**src/rtl/vai_regfile.sv**
```systemverilog
// vai_regfile: REG_DEPTH x DATA_W register file behind a VAI request stream
// (Din*) and a VAI response stream (Dout*), with auto-increment bursts.
// Ports: Clk_i, Reset_n_i (async, active-low); request Din_i/DinValid_i/
// DinStart_i/DinStop_i/DinAccept_o; response Dout_o/DoutValid_o/
// DoutStart_o/DoutStop_o/DoutAccept_i.
module vai_regfile #(
    parameter int DATA_W    = 8,
    parameter int ADDR_W    = 4,
    parameter int REG_DEPTH = 8
) (
    input  logic              Clk_i,
    input  logic              Reset_n_i,
    input  logic [DATA_W-1:0] Din_i,
    input  logic              DinValid_i,
    input  logic              DinStart_i,
    input  logic              DinStop_i,
    output logic              DinAccept_o,
    output logic [DATA_W-1:0] Dout_o,
    output logic              DoutValid_o,
    output logic              DoutStart_o,
    output logic              DoutStop_o,
    input  logic              DoutAccept_i
);

    localparam int IW = (REG_DEPTH > 1) ? $clog2(REG_DEPTH) : 1;
    localparam logic [ADDR_W:0] DEPTH_C = REG_DEPTH[ADDR_W:0];
    localparam logic [DATA_W:0] CNT_ONE = (DATA_W+1)'(1);

    typedef enum logic [2:0] {
        IDLE, GET_HEADER, GET_COUNT, GET_DATA,
        DRAIN, SEND_HEADER, SEND_DATA, SEND_STATUS
    } state_t;

    state_t            state;
    logic [DATA_W-1:0] regs [REG_DEPTH];
    logic [DATA_W-1:0] hdr;
    logic [ADDR_W-1:0] ptr;
    logic [ADDR_W-1:0] nptr;
    // count of data words still to send; holds up to 2**DATA_W
    logic [DATA_W:0]   cnt;
    logic              cmd_err;
    logic              frame_err;
    logic              addr_err;

    logic              din_xfer;
    logic              dout_xfer;
    logic [3:0]        din_cmd;
    logic [ADDR_W-1:0] din_addr;
    logic              ptr_ok;
    logic              nptr_ok;
    logic [DATA_W-1:0] rd_ptr;
    logic [DATA_W-1:0] rd_nptr;
    logic [DATA_W-1:0] status_w;
    logic              hdr_read;

    assign din_xfer  = DinValid_i && DinAccept_o;
    assign dout_xfer = DoutValid_o && DoutAccept_i;
    assign din_cmd   = Din_i[3:0];
    assign din_addr  = Din_i[ADDR_W+3:4];
    assign nptr      = ptr + 1'b1;
    assign ptr_ok    = {1'b0, ptr} < DEPTH_C;
    assign nptr_ok   = {1'b0, nptr} < DEPTH_C;
    assign rd_ptr    = ptr_ok ? regs[ptr[IW-1:0]] : '0;
    assign rd_nptr   = nptr_ok ? regs[nptr[IW-1:0]] : '0;
    assign status_w  = {{(DATA_W-3){1'b0}}, frame_err, cmd_err, addr_err};
    assign hdr_read  = (hdr[3:0] == 4'd0) && !frame_err && !cmd_err;

    // Response word and flags are registered and only move on a response
    // transfer, so they hold stable under backpressure.
    always_ff @(posedge Clk_i or negedge Reset_n_i) begin
        if (!Reset_n_i) begin
            state       <= IDLE;
            hdr         <= '0;
            ptr         <= '0;
            cnt         <= '0;
            cmd_err     <= 1'b0;
            frame_err   <= 1'b0;
            addr_err    <= 1'b0;
            DinAccept_o <= 1'b0;
            Dout_o      <= '0;
            DoutValid_o <= 1'b0;
            DoutStart_o <= 1'b0;
            DoutStop_o  <= 1'b0;
            for (int i = 0; i < REG_DEPTH; i++) regs[i] <= '0;
        end else begin
            unique case (state)
                IDLE: state <= GET_HEADER;

                GET_HEADER: begin
                    DinAccept_o <= 1'b1;
                    // words without start are not headers; drop them
                    if (din_xfer && DinStart_i) begin
                        hdr <= Din_i;
                        ptr <= din_addr;
                        cnt <= CNT_ONE;
                        if (din_cmd > 4'd1) cmd_err <= 1'b1;
                        if (DinStop_i) begin
                            state       <= SEND_HEADER;
                            DinAccept_o <= 1'b0;
                            DoutValid_o <= 1'b1;
                            DoutStart_o <= 1'b1;
                            Dout_o      <= Din_i;
                        end else if (din_cmd == 4'd0) begin
                            state <= GET_COUNT;
                        end else if (din_cmd == 4'd1) begin
                            state <= GET_DATA;
                        end else begin
                            state <= DRAIN;
                        end
                    end
                end

                GET_COUNT: begin
                    if (din_xfer) begin
                        cnt <= {1'b0, Din_i} + 1'b1;
                        if (!DinStop_i || DinStart_i) frame_err <= 1'b1;
                        if (DinStop_i) begin
                            state       <= SEND_HEADER;
                            DinAccept_o <= 1'b0;
                            DoutValid_o <= 1'b1;
                            DoutStart_o <= 1'b1;
                            Dout_o      <= hdr;
                        end else begin
                            state <= DRAIN;
                        end
                    end
                end

                GET_DATA: begin
                    if (din_xfer) begin
                        if (DinStart_i) begin
                            frame_err <= 1'b1;
                        end else begin
                            if (ptr_ok) regs[ptr[IW-1:0]] <= Din_i;
                            else addr_err <= 1'b1;
                            ptr <= nptr;
                        end
                        if (DinStop_i) begin
                            state       <= SEND_HEADER;
                            DinAccept_o <= 1'b0;
                            DoutValid_o <= 1'b1;
                            DoutStart_o <= 1'b1;
                            Dout_o      <= hdr;
                        end else if (DinStart_i) begin
                            state <= DRAIN;
                        end
                    end
                end

                DRAIN: begin
                    if (din_xfer && DinStop_i) begin
                        state       <= SEND_HEADER;
                        DinAccept_o <= 1'b0;
                        DoutValid_o <= 1'b1;
                        DoutStart_o <= 1'b1;
                        Dout_o      <= hdr;
                    end
                end

                SEND_HEADER: begin
                    if (dout_xfer) begin
                        DoutStart_o <= 1'b0;
                        if (hdr_read) begin
                            state  <= SEND_DATA;
                            Dout_o <= rd_ptr;
                            if (!ptr_ok) addr_err <= 1'b1;
                        end else begin
                            state      <= SEND_STATUS;
                            DoutStop_o <= 1'b1;
                            Dout_o     <= status_w;
                        end
                    end
                end

                SEND_DATA: begin
                    if (dout_xfer) begin
                        ptr <= nptr;
                        cnt <= cnt - 1'b1;
                        // addr_err already covers the word just sent
                        if (cnt == CNT_ONE) begin
                            state      <= SEND_STATUS;
                            DoutStop_o <= 1'b1;
                            Dout_o     <= status_w;
                        end else begin
                            Dout_o <= rd_nptr;
                            if (!nptr_ok) addr_err <= 1'b1;
                        end
                    end
                end

                SEND_STATUS: begin
                    if (dout_xfer) begin
                        state       <= GET_HEADER;
                        cmd_err     <= 1'b0;
                        frame_err   <= 1'b0;
                        addr_err    <= 1'b0;
                        DoutValid_o <= 1'b0;
                        DoutStop_o  <= 1'b0;
                        Dout_o      <= '0;
                        DinAccept_o <= 1'b1;
                    end
                end

                default: state <= IDLE;
            endcase
        end
    end

endmodule
```
**config.mk**
```make
export PLATFORM = sky130hd
export DESIGN_NAME = vai_regfile
export DESIGN_NICKNAME = d
export VERILOG_FILES = /design/src/rtl/vai_regfile.sv
export SDC_FILE = /design/constraint.sdc
export NUM_CORES = 1
export LEC_CHECK = 0
export CORE_MARGIN = 2
export CORE_UTILIZATION = 40
export CTS_BUF_LIST = sky130_fd_sc_hd__clkbuf_4 sky130_fd_sc_hd__clkbuf_8
export DETAILED_ROUTE_END_ITERATION = 6
export GPL_TIMING_DRIVEN = 0
export PLACE_DENSITY = 0.64
export SYNTH_ARGS = -nofsm -noshare
export SYNTH_HDL_FRONTEND = slang
export SYNTH_SLANG_ARGS = --single-unit
```
**constraint.sdc**
```tcl
create_clock -name Clk_i -period 5 [get_ports Clk_i]
set_input_delay 0.75 -clock Clk_i [delete_from_list [all_inputs] [get_ports Clk_i]]
set_output_delay 0.75 -clock Clk_i [all_outputs]
set_load 0.005 [all_outputs]
```
* After elaboration in Yosys (flattened, before gate mapping)
Index checks and enable logic that the tools add are counted.
** Storage, ports and cells
- Bits of input ports :: 14
- Register bits :: 103
** Operators by class
- $add $sub $neg :: 3
- Magnitude comparators :: 6
- Equality and inequality tests :: 29
- Reduce and logical (&&, ||, !) cells :: 37
- Multiplexer cells :: 86
- Bitwise gates (word level) :: 3
** Operator list (number)
- 8-bit 2-to-1 mux :: 17
- 64-bit bitwise mux :: 1
- 8-bit binary-select mux with 3-bit select :: 2
- 8-bit one-hot mux with 6 select lines :: 1
- 3-bit 2-to-1 mux :: 13
- 1-bit 2-to-1 mux :: 34
- 2-bit inequality test, second input constant :: 17
- 9-bit 2-to-1 mux :: 3
- 9-bit one-hot mux with 3 select lines :: 1
- 9-bit AND reduction :: 3
- 8-bit demux with 3-bit select :: 1
- 3-bit one-hot mux with 8 select lines :: 1
- 5-bit AND reduction :: 4
- 4-bit 2-to-1 mux :: 4
- 1-bit one-hot mux with 4 select lines :: 4
- 3-bit == test, second input constant :: 4
- 4-bit one-hot mux with 3 select lines :: 1
- 4-bit AND reduction :: 3
- 6-bit AND reduction :: 2
- 3-bit nonzero test :: 4
- 4-bit nonzero test :: 3
- 8-bit by 1-bit adder with 9-bit output, second input constant :: 1
- 9-bit by 1-bit == test with 1-bit output, second input constant :: 1
- 9-bit by 1-bit subtractor with 9-bit output, second input constant :: 1
- 23 further kinds :: 38

* Logic depth before layout (Yosys ltp)
Gate-level depths: netlist of run 1.
- Word-level depth :: 9
- Depth in mapped cells :: 9
- Depth with buffers taken out :: 7

* Worst setup path after synthesis of run 1
OpenSTA, ideal clock, no wires.
- Path kind :: reg2reg
- Start point :: register ptr[1]
- End point :: register Dout_o[3]
- Arrival :: 2033 ps
- Slack :: 2831 ps
- Cell stages (with the launch flop) :: 8
- Cell sequence :: dfrtp_1 -> ha_1 -> buf_2 -> buf_2 -> mux4_2 -> mux2_2 -> a221oi_1 -> a211oi_1
** On the way
- Cells in the longest elaborated chain, start to end :: 9
- Elaborated cells on any way between the ends :: 18
** Ends and longest elaborated chain
- start: declaration :: line 37 : logic [ADDR_W-1:0] ptr;
- start signal: assignment :: line 94 : ptr <= din_addr;
- start signal: assignment :: line 136 : ptr <= nptr;
- start signal: assignment :: line 177 : ptr <= nptr;
- 4-bit by 1-bit adder with 4-bit output :: line 60 : assign nptr = ptr + 1'b1;
- 3-bit NOT with 4-bit output (implied by the code) :: line 64 : assign rd_nptr = nptr_ok ? regs[nptr[IW-1:0]] : '0;
- 8-bit binary-select mux with 3-bit select :: line 64
- 8-bit 2-to-1 mux (implied by the code) (2 in a row) :: line 64
- 8-bit 2-to-1 mux :: line 64
- 8-bit 2-to-1 mux :: line 180 : if (cnt == CNT_ONE) begin
- 8-bit 2-to-1 mux :: line 176 : if (dout_xfer) begin
- 8-bit one-hot mux with 6 select lines (*) :: line 86 : unique case (state)
- end signal: assignment :: line 102 : Dout_o <= Din_i;
- end signal: assignment :: line 183 : Dout_o <= status_w;
- end signal: assignment :: line 185 : Dout_o <= rd_nptr;
- end: declaration :: line 18 : output logic [DATA_W-1:0] Dout_o,
Mark *: on every way between the ends. The rest lies on a longest branch, timed or not. The select of a mux whose other input is x is not followed.
A chain may end at the register's enable or synchronous reset.

* Worst setup path in the final report of run 1
- Start point :: input DinValid_i
- End point :: register Dout_o[2]
** On the way
- Cells in the longest elaborated chain, start to end :: 4
- Elaborated cells on any way between the ends :: 7
** Ends and longest elaborated chain
- start: declaration :: line 14 : input logic DinValid_i,
- 1-bit logical AND (*) :: line 56 : assign din_xfer = DinValid_i && DinAccept_o;
- 1-bit logical AND (on tied branches) :: line 92, 151
- 2-bit inequality test (no source line)
- 9-bit AND reduction (no source line) (*)
- end signal: assignment :: line 102
- end signal: assignment :: line 122 : Dout_o <= hdr;
- end signal: assignment :: line 143 : Dout_o <= hdr;
Mark *: on every way between the ends. The rest lies on a longest branch, timed or not.

==> summary.md, run 1 <==
| Metric | Value |
|---|---|
| Post-CTS Setup Inserts | `0` |
| CTS Buf Count | `9` |
| CP peak stage delay | `620 ps` |
| Fraction of layout cells with a size suffix above 1 | `30.4%` |
| Register area | `2580 sq um` |
| CP max-delay cell | `clkdlybuf4s50_1` |
| Layout area overhead | `11.0%` |
| WP data required | `5270 ps` |
| RSZ-0062 raised after global routing | `no` |
| Most frequent cells in the layout | `dfrtp_1, mux2_2, nor2_1` |
| Fmax | `366 MHz` |
| NumNets Final | `605` |
| Fill count | `1457` |
| Starting Density | `40.5%` |
| Via count | `4818` |
| Final Hold Fails | `0` |
| Final Worst Setup Slack | `2260 ps` |
| Post-CTS Resized | `0` |
| TritonCTS clock tree | `done` |
| Worst-margin pin slew | `847 ps` |
| Antenna viol nets, final | `0` |
| Worst Skew | `18.4 ps` |
| Critical path class | `input port to register` |
| Critical path cell sequence | `clkdlybuf4s50_1 -> nand3_2 -> nor3_2 -> nor2_2 -> a2111oi_0 -> a21oi_1` |
| Predominant post-synthesis flop cell | `dfrtp_1` |
| Via-to-Cell Ratio | `5.99` |
| Delay-heaviest family, CP | `simple AND/OR/NAND/NOR gates` |
| Vias in the first global route | `4874` |
| Clock buffer depth | `2` |
| Endpoints failing setup | `0` |
| Relative slew slack | `43.0%` |
| Drt drc | `0` |
| Slew Limit Fails | `0` |
| Clock sink count | `103` |
| Ant diodes | `0` |
| Worst min path class | `input port to asynchronous set/reset pin` |
| Period utilisation layout | `54.7%` |
| Commonest non-fill, non-tap cell in the layout | `dfrtp_1` |
| Die height | `130 um` |
| Area of the multi-input gates | `3510 sq um` |
| Dpl hpwl | `12000 um` |
| WL final | `17200 um` |
| DIE WIDTH | `130 um` |
| Pleak | `2.98 nW` |
| CP Max Fanout | `8` |
| Max IR drop VDD | `121 uV` |
| Worst path bufs/invs | `1` |
| Final Power | `0.00144 W` |
| Worst EP arrival | `3000 ps` |
| Total congestion overflow | `0` |
| Post-synthesis sequential area ratio | `40.5%` |
| Initial antenna violation count | `0` |
| GP Congestion | `0.918` |
| Clock root cell | `clkbuf_8` |
| Synth Instances | `550` |
| Yosys reg bits | `103` |
| Pre-CTS setup slack | `1930 ps` |
| Clk_lat worst skew | `400 ps` |
| H-tree depth | `3` |
| CP endpoint kind | `register` |
| Post-synth ARST share | `100%` |
| Cell area after synthesis | `6370 sq um` |
| Syn Nets | `571` |
| Core area | `15700 sq um` |
| Synth Warn # | `0` |
| DRT iter0 DRCs | `413` |
| Max-cap violations | `0` |
| Router iterations before antenna repair | `5` |
| Worst-path clk slew | `100 ps` |
| Final TNS setup | `0 ps` |
| Row cnt | `46` |
| End-of-flow core utilization | `45.0%` |
| Cts hold-fix bufs | `0` |
| Global-route usage over all layers | `21.5%` |
| Mean cell area of the mapped netlist | `11.6 sq um` |
| Port Buffers | `22` |
| Yosys cell types | `74` |
| Drt wl/cell | `21.3 um` |
| Die ar. | `17000 sq um` |
| Tmin final | `2740 ps` |
| Number of synthesized flops with an enable pin | `0` |
| First-pass GRT wire length | `27300 um` |
| Largest net degree at the start of global routing | `62` |
| Cell Pwr Density | `203 nW/um^2` |
| Outcome | `finished, final reports clean` |
| I/O Pins | `26` |
| Critical path launch point type | `input port` |
| Fin Hold WS | `420 ps` |
## per-layer routing
metal	up-vias	part of all wire, %	track usage [%]
met2	205	48	34.6
li1	2143	-	-
met4	0	3.5	8.86
met5	-	0	0
met1	2416	42	27.7
met3	54	6.2	5.49
## registers in the layout (all words and copies together), names as in the netlist, 3 cells and up
name    cells
ptr         4
state       3
Dout_o      8
regs       64
cnt         9
hdr         8
## synthesized netlist by cell type (5+ instances only)
| master | count | share of area (%) |
|---|---|---|
| nor4_1 | 9 | 0.88 |
| buf_2 | 16 | 1.3 |
| o211ai_1 | 6 | 0.71 |
| a31oi_1 | 6 | 0.59 |
| mux2i_1 | 15 | 2.4 |
| mux2_2 | 71 | 13 |
| nor2b_1 | 9 | 0.88 |
| a211oi_1 | 7 | 0.82 |
| buf_6 | 8 | 1.4 |
| mux4_2 | 31 | 11 |
| dfrtp_1 | 103 | 40 |
| buf_1 | 5 | 0.29 |
| ha_1 | 7 | 1.4 |
| nor3_1 | 19 | 1.5 |
| clkbuf_1 | 12 | 0.71 |
| nor2_1 | 35 | 2.1 |
| nor2_2 | 7 | 0.69 |
| nand3_1 | 13 | 1.0 |
| o21ai_0 | 22 | 1.7 |
| a21oi_1 | 25 | 2.0 |
| inv_1 | 10 | 0.59 |
| mux2_4 | 8 | 1.9 |
| nand2_1 | 24 | 1.4 |
## power breakdown
| group | switching, W | internal (W) | total (W) |
|---|---|---|---|
| clock network | 0.000310 | 0.000233 | 0.000543 |
| registers | 0 | 0.000832 | 0.000832 |
| logic | 0.0000439 | 0.0000170 | 0.0000609 |
| total | 0.000354 | 0.00108 | 0.00144 |
## logic make-up (layout without fill, tap and decap cells)
group                    after synthesis  count (layout)  share of synthesized area (%)
AO/OA/AOI/OAI                        107             107                           11.9
XOR/XNOR                               8               8                           1.39
adder cells (fa/ha/maj)                7               7                           1.37
buffers and inverters                 53              91                           4.44
flip-flops                           103             103                           40.5
multiplexers                         125             125                           27.7
AND/OR/NAND/NOR                      147             147                           12.7
## layout make-up
class | instances | share of cell area (%)
Inverter | 11 | 0.584
Multi-Input combinational cell | 394 | 49.7
Buffer | 42 | 3.42
Clock buffer | 9 | 1.75
Sequential cell | 103 | 36.5
Tap cell | 216 | 3.82
Timing Repair Buffer | 23 | 3.36
Clock inverter | 6 | 0.938
## stage by stage
step	instances	area, sq um
floorplan	550	6370
global placement	788	6860
detailed placement	789	6880
CTS	804	7070
global route	804	7070
finish	804	7070
## path summary, 6_finish.rpt
check / start / to / slack, ps / cells after the start
min in group Clk_i: DoutStop_o / DoutStop_o / 520 / 1
max in group asynchronous: Reset_n_i / ptr[3] / 3840 / 2
max: DinValid_i / Dout_o[2] / 2260 / 6
max reg2reg: ptr[1] / Dout_o[3] / 2330 / 7
min: Reset_n_i / DoutStart_o / 420 / 1
min reg2reg: DoutStop_o / DoutStop_o / 520 / 1
(Power assumes the default switching activity.)
==> run 2: changes to the inputs <==
- clock period: 5 -> 2.83 ns (I/O delays scaled with it)
==> results of run 2 <==
Same layout as run 1 (identical final DEF). Status: finished, final reports clean.
Among the figures that moved: setup slack after placement 1930 ps -> 86.6 ps; clock-pin slew on the worst setup and hold paths 100 ps -> 110 ps; setup slack after layout 2260 ps -> 163 ps; hold slack 420 ps -> 94.5 ps; start point of the critical path DinValid_i -> ptr[1]; end point of the critical path Dout_o[2] -> Dout_o[3]; register-to-register setup slack 2330 ps -> 160 ps; total power 0.00144 W -> 0.00254 W; worst IR drop on VDD 121 uV -> 214 uV
==> run 3: changes to the inputs <==
==> constraint.sdc (replaced) <==
create_clock -name Clk_i -period 2.83 [get_ports Clk_i]
set_input_delay 0.4245 -clock Clk_i [delete_from_list [all_inputs] [get_ports Clk_i]]
set_output_delay 0.4245 -clock Clk_i [all_outputs]
set_load 0.01 [all_outputs]
==> results of run 3 <==
Same layout as run 1 (identical final DEF). Status: finished, final reports clean.
Among the figures that moved: setup slack after placement 1930 ps -> 86.6 ps; clock-pin slew on the worst setup and hold paths 100 ps -> 110 ps; setup slack after layout 2260 ps -> 163 ps; hold slack 420 ps -> 94.5 ps; start point of the critical path DinValid_i -> ptr[1]; end point of the critical path Dout_o[2] -> Dout_o[3]; register-to-register setup slack 2330 ps -> 160 ps; total power 0.00144 W -> 0.00254 W; worst IR drop on VDD 121 uV -> 214 uV
